## src/rtl/four_input_stimulus_gen.sv

```systemverilog
// Clocked sweep of all 16 a/b/c/d vectors into a four-input AND gate, with start/done handshake.
// Define FOUR_INPUT_STIM_CHECK_EN to enable the expected-AND compare driving err/err_count.
module four_input_stimulus_gen #(
  parameter int unsigned HOLD_CYCLES = 4
) (
  input  logic       clk,
  input  logic       rst_n,
  input  logic       start,
  output logic       a,
  output logic       b,
  output logic       c,
  output logic       d,
  input  logic       e,
  output logic [3:0] vec_idx,
  output logic       busy,
  output logic       done,
  output logic       err,
  output logic [4:0] err_count
);

  // State bits double as the registered busy/done outputs.
  localparam logic [1:0] S_IDLE = 2'b00;
  localparam logic [1:0] S_RUN  = 2'b01;
  localparam logic [1:0] S_DONE = 2'b10;
  localparam logic [7:0] HOLD_LAST = 8'(HOLD_CYCLES - 1);

  logic [1:0] state_q, state_d;
  logic [3:0] vec_q, vec_d;
  logic [7:0] hold_q, hold_d;
  logic       accept, last_hold;

  assign accept    = (state_q == S_IDLE) && start;
  assign last_hold = (state_q == S_RUN) && (hold_q == HOLD_LAST);

  always_comb begin
    state_d = state_q;
    vec_d   = vec_q;
    hold_d  = hold_q;
    case (state_q)
      S_IDLE: begin
        if (start) begin
          state_d = S_RUN;
          vec_d   = 4'd0;
          hold_d  = 8'd0;
        end
      end
      S_RUN: begin
        if (last_hold) begin
          hold_d = 8'd0;
          if (vec_q == 4'hF) begin
            state_d = S_DONE;
            vec_d   = 4'd0;
          end else begin
            vec_d = vec_q + 4'd1;
          end
        end else begin
          hold_d = hold_q + 8'd1;
        end
      end
      S_DONE: state_d = S_IDLE;
      default: begin
        state_d = S_IDLE;
        vec_d   = 4'd0;
        hold_d  = 8'd0;
      end
    endcase
  end

  always_ff @(posedge clk or negedge rst_n) begin
    if (!rst_n) begin
      state_q <= S_IDLE;
      vec_q   <= 4'd0;
      hold_q  <= 8'd0;
    end else begin
      state_q <= state_d;
      vec_q   <= vec_d;
      hold_q  <= hold_d;
    end
  end

  assign {a, b, c, d} = vec_q;
  assign vec_idx      = vec_q;
  assign busy         = state_q[0];
  assign done         = state_q[1];

`ifdef FOUR_INPUT_STIM_CHECK_EN
  logic       err_q, err_d;
  logic [4:0] cnt_q, cnt_d;

  // Expected gate output is 1 only for the all-ones vector.
  always_comb begin
    err_d = err_q;
    cnt_d = cnt_q;
    if (accept) begin
      err_d = 1'b0;
      cnt_d = 5'd0;
    end else if (last_hold && (e != (&vec_q))) begin
      err_d = 1'b1;
      cnt_d = cnt_q + 5'd1;
    end
  end

  always_ff @(posedge clk or negedge rst_n) begin
    if (!rst_n) begin
      err_q <= 1'b0;
      cnt_q <= 5'd0;
    end else begin
      err_q <= err_d;
      cnt_q <= cnt_d;
    end
  end

  assign err       = err_q;
  assign err_count = cnt_q;
`else
  logic unused_e;
  assign unused_e  = e ^ accept;
  assign err       = 1'b0;
  assign err_count = 5'd0;
`endif

endmodule

```

## config.mk

```make
export PLATFORM = sky130hd
export DESIGN_NAME = four_input_stimulus_gen
export DESIGN_NICKNAME = d
export VERILOG_FILES = /design/src/rtl/four_input_stimulus_gen.sv
export SDC_FILE = /design/constraint.sdc
export NUM_CORES = 1
export LEC_CHECK = 0
export CAP_MARGIN = 0
export CORE_UTILIZATION = 48
export DETAILED_ROUTE_END_ITERATION = 6
export PLACE_DENSITY = 0.85
export SLEW_MARGIN = 10
export SYNTH_ARGS = -nofsm -noshare
export SYNTH_HDL_FRONTEND = slang
export SYNTH_SLANG_ARGS = --single-unit
```

## constraint.sdc

```tcl
create_clock -name clk -period 1.8 [get_ports clk]
set_clock_uncertainty 0.05 [all_clocks]
set_input_delay 0.54 -clock clk [delete_from_list [all_inputs] [get_ports clk]]
set_output_delay 0.54 -clock clk [all_outputs]
set_load 0.01 [all_outputs]
```

==> results.sh, run 1 <==
export IMPL_status="finished with violations"
export IMPL_violations="design-rule violations"
export IMPL_leakagePower_nw=0.5547
export IMPL_drt_pass1_iter_count=6
export IMPL_cts_tree="yes"
export IMPL_grt_max_degree=15
export IMPL_relSlewSlack=0.6284
export IMPL_synth_top_area_frac=0.4179
export IMPL_vias=681
export IMPL_synth_simple_gate_area_frac=0.1910
export IMPL_cp_max_fo=13
export IMPL_ctsHtreeMaxLevel=1
export IMPL_drt_wl_total_um=1754
export IMPL_fin_crit_sh=0.9378
export IMPL_cts_buffer_depth=2
export IMPL_ys_seq_area_frac=0.4179
export IMPL_cts_hold_buffers_added=0
export IMPL_dieWidth_um=43.79
export IMPL_critPathRequiredTime_ns=1.93
export IMPL_io_pins=20
export IMPL_path_common_cell="buf_4"
export IMPL_routed_top_layer="met4"
export IMPL_rsz0062_at_grt="false"
export IMPL_synthMuxAreaShare=0.02687
export IMPL_hpwlAfterDp_um=1176
export IMPL_row_count=14
export IMPL_die_h_um=43.79
export IMPL_antenna_cells=0
export IMPL_dr_wl_met2_um=847
export IMPL_slew_viol_final=0
export IMPL_end_kind="flip-flop"
export IMPL_clk_insertion_delay_late_ns=0.29
export IMPL_setup_viol=0
export IMPL_synth_compound_area_frac=0.1866
export IMPL_cts_root_buffer="clkbuf_4"
export IMPL_crit_path_cell_trace="buf_4, buf_4, nand2b_4, a31oi_4, nor2_4, buf_4, a21o_1"
export IMPL_post_route_util=0.6579
export IMPL_place_ws_ns=-0.1513
export IMPL_peakVddDrop_mv=0.4806
export IMPL_synth_top_cells_by_area="dfrtp_1, buf_4, nor2_1"
export IMPL_routed_wl_met3_um=83
export IMPL_cap_violations=0
export IMPL_synth_xor_xnor_area_share=0.03134
export IMPL_finalWorstSetupSlack_ns=0.1119
export IMPL_finalHoldViolations=0
export IMPL_setup_worst_path_class="reg -> reg"
export IMPL_post_drt_via_cell_ratio=5.821
export IMPL_routedWlPerCell_um=14.99
export IMPL_grt_pass1_vias=669
export IMPL_detail_route_drc_violations=2
export IMPL_tightest_slew_ns=0.5548
export IMPL_grtUsageTotal=0.2129
export IMPL_path_clk_slew_ns=0.09
export IMPL_ys_seq_elements=14
export IMPL_multi_input_area_um2=412.9
export IMPL_cp_top_family="compound AO/OA/AOI/OAI gates"
export IMPL_grt_antenna_before_repair=0
export IMPL_dieArea_um2=1918
export IMPL_hp_class="in -> async"
export IMPL_core_um2=1577
export IMPL_fin_hold_ws_ns=0.5057
export IMPL_yosys_area_share_adder=0.02985
export IMPL_worstSetupStartpointType="flip-flop"
export IMPL_crit_slowest_cell="a31oi_4"
export IMPL_initial_core_util=0.5317
export IMPL_cts_buffers=3
export IMPL_io_buffers=12
export IMPL_min_period_ns=1.688
export IMPL_drt_iter0_markers=16
export IMPL_crit_path_max_incr_delay_ns=0.40
export IMPL_synth_avg_cell_area_um2=10.61
export IMPL_drive_above_1_share=0.2574
export IMPL_wl_met1_um=772
export IMPL_arrival_ns=1.82
export IMPL_cts_num_sinks=14
export IMPL_regArea_um2=350.3
export IMPL_gp_congestion=0.8176
export IMPL_grt_ovfl_total=0
export IMPL_p_per_area_nw_per_um2=565.4
export IMPL_critPathBufInv=3
export IMPL_grt_pass1_wl_um=2891
export IMPL_syn_area_um2=838.3
export IMPL_netlist_cell_type_count=37
export IMPL_antenna_left=0
export IMPL_r2r_start="state_q[0]"
export IMPL_synth_top_family_by_area="simple AND/OR/NAND/NOR gates"
export IMPL_synth_largest_area_cell="dfrtp_1"
export IMPL_synthCells=79
export IMPL_final_nets=109
export IMPL_syn_to_final_growth_pct=23.73
export IMPL_cp_startpoint="state_q[0]"
export IMPL_nFillCells=140
export IMPL_fmax_mhz=592.4
export IMPL_ys_warn_count=0
worst register-to-register path: stages (launching register included):
cell      delay (ns)
dfrtp_1         0.38
buf_4           0.15
buf_4           0.13
nand2b_4        0.09
a31oi_4         0.41
nor2_4          0.07
buf_4           0.17
a21o_1          0.16
flip-flops by register name (all words and copies together) (netlist names):
| register | count |
|---|---|
| vec_idx | 4 |
| hold_q | 8 |
| state_q | 2 |
placed cells by master (no fill, tap or decap), types with 2 or more instances in the layout:
cell type,count
dfrtp_1,14
buf_4,13
nor2_1,7
conb_1,6
dlygate4sd2_1,5
dlymetal6s2s_1,5
nand3_1,4
a31oi_1,3
xor2_1,3
o21ai_0,3
clkbuf_4,3
inv_1,2
o21ai_1,2
nand2_1,2
a41oi_1,2
ha_1,2
clkdlybuf4s50_1,2
where the power goes:
| part | switching (mW) | leakage [nW] | internal (mW) |
|---|---|---|---|
| clock | 0.108 | 0.0138 | 0.0779 |
| sequential | 0.0178 | 0.170 | 0.327 |
| combinational | 0.0296 | 0.371 | 0.0266 |
synthesized netlist by cell type:
cell / number
o31a_1: 1
and3_1: 1
a22o_1: 1
o41ai_2: 1
nand2b_4: 1
a21oi_1: 1
a32o_1: 1
nor3_1: 1
mux2_2: 1
a211o_1: 1
nor2b_2: 1
conb_1: 1
mux2_1: 1
or2_2: 1
and3_2: 1
inv_1: 2
nor4_4: 1
a21o_1: 1
nor3b_1: 1
ha_1: 2
nand2_1: 2
or3_1: 1
xor2_1: 3
o2111ai_1: 1
dfrtp_1: 14
nor2_2: 1
a41oi_1: 2
nand3_1: 4
o21ai_0: 3
a31oi_4: 1
nor2_1: 7
buf_4: 10
nor2_4: 1
o21ai_1: 2
nor2b_1: 1
buf_6: 1
a31oi_1: 3
what timing repair did:
action,4_1_cts,5_1_grt
endpoints found under the hold margin,0,0
gates resized for setup,5,5
setup buffers,6,0
setup endpoints to repair,10,5
logic make-up after synthesis:
| group | Yosys count |
|---|---|
| other | 1 |
| buffers and inverters | 13 |
| AOI/OAI and AO/OA | 19 |
| adders and majority gates | 2 |
| muxes | 2 |
| and+or+nand+nor | 25 |
| xor gates and xnor gates | 3 |
| DFF | 14 |
final cells by class:
| cell class | instances | share of cell area |
|---|---|---|
| Tap cell | 16 | 0.01930 |
| Clock buffer | 3 | 0.02171 |
| Sequential cell | 14 | 0.3378 |
| Inverter | 2 | 0.007238 |
| Timing Repair Buffer | 25 | 0.2159 |
| Multi-Input combinational cell | 57 | 0.3981 |
path summary, 6_finish.rpt:
check / to / slack [ns] / cells after the start
max: vec_idx[2] / 0.11 / 7
min: vec_idx[0] / 0.51 / 2
max reg2reg: vec_idx[2] / 0.11 / 7
min reg2reg: hold_q[1] / 0.51 / 1
max in group asynchronous: hold_q[5] / 1.03 / 2
min in group clk: hold_q[1] / 0.51 / 1
metrics by stage:
stage,cells,TNS (ns),area [um^2],power [mW]
after global placement,108,-0.5265,963.4,0.4021
after detailed placement,108,-0.7955,963.4,0.4056
after global routing,117,0,1037,0.6055
after floorplan,84,0,857.1,0.3878
after CTS,117,0,1025,0.5837
final,117,0,1037,0.5865
layer usage:
metal / global-route usage / vias to the layer above
met5: 0 / -
met2: 0.3612 / 22
li1: - / 318
met4: 0.1063 / 0
met3: 0.04167 / 6
met1: 0.2553 / 335
(Power assumes the default switching activity.)
==> run 2: changes to the inputs <==
- SKIP_CTS_REPAIR_TIMING: default -> 1
==> results.sh, run 2 (same netlist as run 1, synthesis figures left out) <==
export IMPL_status="finished with violations"
export IMPL_violations="design-rule violations"
export IMPL_regMostFlops="hold_q"
export IMPL_cp_max_fo=2
export IMPL_leakagePower_nw=0.5865
export IMPL_finalHoldViolations=0
export IMPL_gp_congestion=0.8176
export IMPL_fin_hold_ws_ns=0.4754
export IMPL_die_h_um=43.79
export IMPL_slew_viol_final=0
export IMPL_cts_num_sinks=14
export IMPL_syn_to_final_growth_pct=23.43
export IMPL_fmax_mhz=570.0
export IMPL_drt_iter0_markers=14
export IMPL_min_period_ns=1.754
export IMPL_path_clk_slew_ns=0.08
export IMPL_initial_core_util=0.5317
export IMPL_cts_buffer_depth=2
export IMPL_regArea_um2=354.1
export IMPL_grt_antenna_before_repair=0
export IMPL_nFillCells=136
export IMPL_drive_above_1_share=0.2653
export IMPL_tightest_slew_ns=0.5386
export IMPL_worstSetupStartpointType="flip-flop"
export IMPL_rrSetupSlack_ns=0.13
export IMPL_clk_insertion_delay_late_ns=0.29
export IMPL_drt_pass1_iter_count=7
export IMPL_grt_max_degree=15
export IMPL_cts_root_buffer="clkbuf_4"
export IMPL_antenna_left=0
export IMPL_row_count=14
export IMPL_routedWlPerCell_um=15.11
export IMPL_final_nets=106
export IMPL_largest_register_ffs=8
export IMPL_design_area_um2=1035
export IMPL_grt_ovfl_total=0
export IMPL_multi_input_area_um2=412.9
export IMPL_drt_wl_total_um=1723
export IMPL_crit_slowest_cell="clkdlybuf4s50_1"
export IMPL_end_kind="primary output"
export IMPL_dieArea_um2=1918
export IMPL_io_buffers=12
export IMPL_post_drt_via_cell_ratio=5.956
export IMPL_mostFrequentLayoutCells="dfrtp_1, buf_4, dlymetal6s2s_1"
export IMPL_antenna_cells=0
export IMPL_setup_viol=0
export IMPL_p_per_area_nw_per_um2=564.4
export IMPL_vias=679
export IMPL_dieWidth_um=43.79
export IMPL_setup_worst_path_class="reg -> out"
export IMPL_core_um2=1577
export IMPL_rsz0062_at_grt="false"
export IMPL_hp_class="reg -> reg"
export IMPL_grt_pass1_wl_um=2808
export IMPL_crit_path_max_incr_delay_ns=0.53
export IMPL_io_pins=20
export IMPL_relSlewSlack=0.6392
export IMPL_fin_crit_sh=0.9746
export IMPL_cts_buffers=3
export IMPL_crit_path_cell_trace="clkdlybuf4s50_1"
export IMPL_hpwlAfterDp_um=1176
export IMPL_cap_violations=0
export IMPL_grtUsageTotal=0.2068
export IMPL_cp_top_family="buffers and inverters"
export IMPL_peakVddDrop_mv=0.4695
export IMPL_detail_route_drc_violations=2
export IMPL_critPathBufInv=1
export IMPL_final_common_cell="dfrtp_1"
export IMPL_placed_area_um2=963.4
export IMPL_setup_tns_ns=0
export IMPL_ctsHtreeMaxLevel=1
export IMPL_arrival_ns=1.16
export IMPL_grt_pass1_vias=650
export IMPL_cts_tree="yes"
export IMPL_critPathRequiredTime_ns=1.21
run 2: cell count changes in the layout (fill, tap and decap cells not counted):
cell / previous run / this run
buf_4: 13 / 10
clkdlybuf4s50_1: 2 / 3
dfrtp_1: 14 / 11
dfrtp_2: 0 / 3
dlygate4sd2_1: 5 / 0
dlymetal6s2s_1: 5 / 9
run 2: path summary, 6_finish.rpt:
path,from,endpoint,cells after the start
min in group asynchronous,rst_n,hold_q[4],2
max reg2reg,hold_q[4],vec_idx[0],4
max,state_q[1],done,1
min,state_q[0],state_q[0],1
max in group asynchronous,rst_n,state_q[0],2
min reg2reg,state_q[0],state_q[0],1
run 2: area by class of cell:
class,count,share of cell area
repair buffers,22,0.2104
well taps,16,0.01935
flip-flops and latches,14,0.3422
multi-input cells,57,0.3990
inverters,2,0.007255
clock buffers,3,0.02177
run 2: worst register-to-register path, cell delays in order (launching register included):
cell and delay [ns]:
dfrtp_1 0.43, nor4_4 0.34, a31oi_4 0.25, nor2_4 0.17, mux2_1 0.33
run 2: metal layers:
layer | part of all wire | wire length [um] | GRT usage
met5 | 0 | 0 | 0
met4 | 0.016 | 28 | 0.1125
met3 | 0.058 | 100 | 0.05000
met2 | 0.50 | 864 | 0.3463
met1 | 0.42 | 729 | 0.2420
run 2: metrics by stage:
step / worst slack [ns] / power (mW) / std cells / util
2_1_floorplan: 0.2514 / 0.3878 / 84 / -
3_3_place_gp: -0.1300 / 0.4021 / 108 / 0.6111
3_5_place_dp: -0.1513 / 0.4056 / 108 / 0.6111
4_1_cts: -0.09992 / 0.5814 / 111 / 0.6254
5_1_grt: 0.01127 / 0.6044 / 114 / 0.6563
6_report: 0.04566 / 0.5840 / 114 / 0.6563
run 2: where the power goes:
group	internal, mW	switching (mW)	leakage [nW]
clock network	0.0779	0.106	0.0138
logic	0.0263	0.0293	0.406
registers	0.327	0.0177	0.167
total	0.431	0.153	0.586
==> run 3: changes to the inputs <==
- GPL_ROUTABILITY_DRIVEN: default -> 0
==> results of run 3 <==
No change in the layout: final DEF, timing and power equal those of run 2.
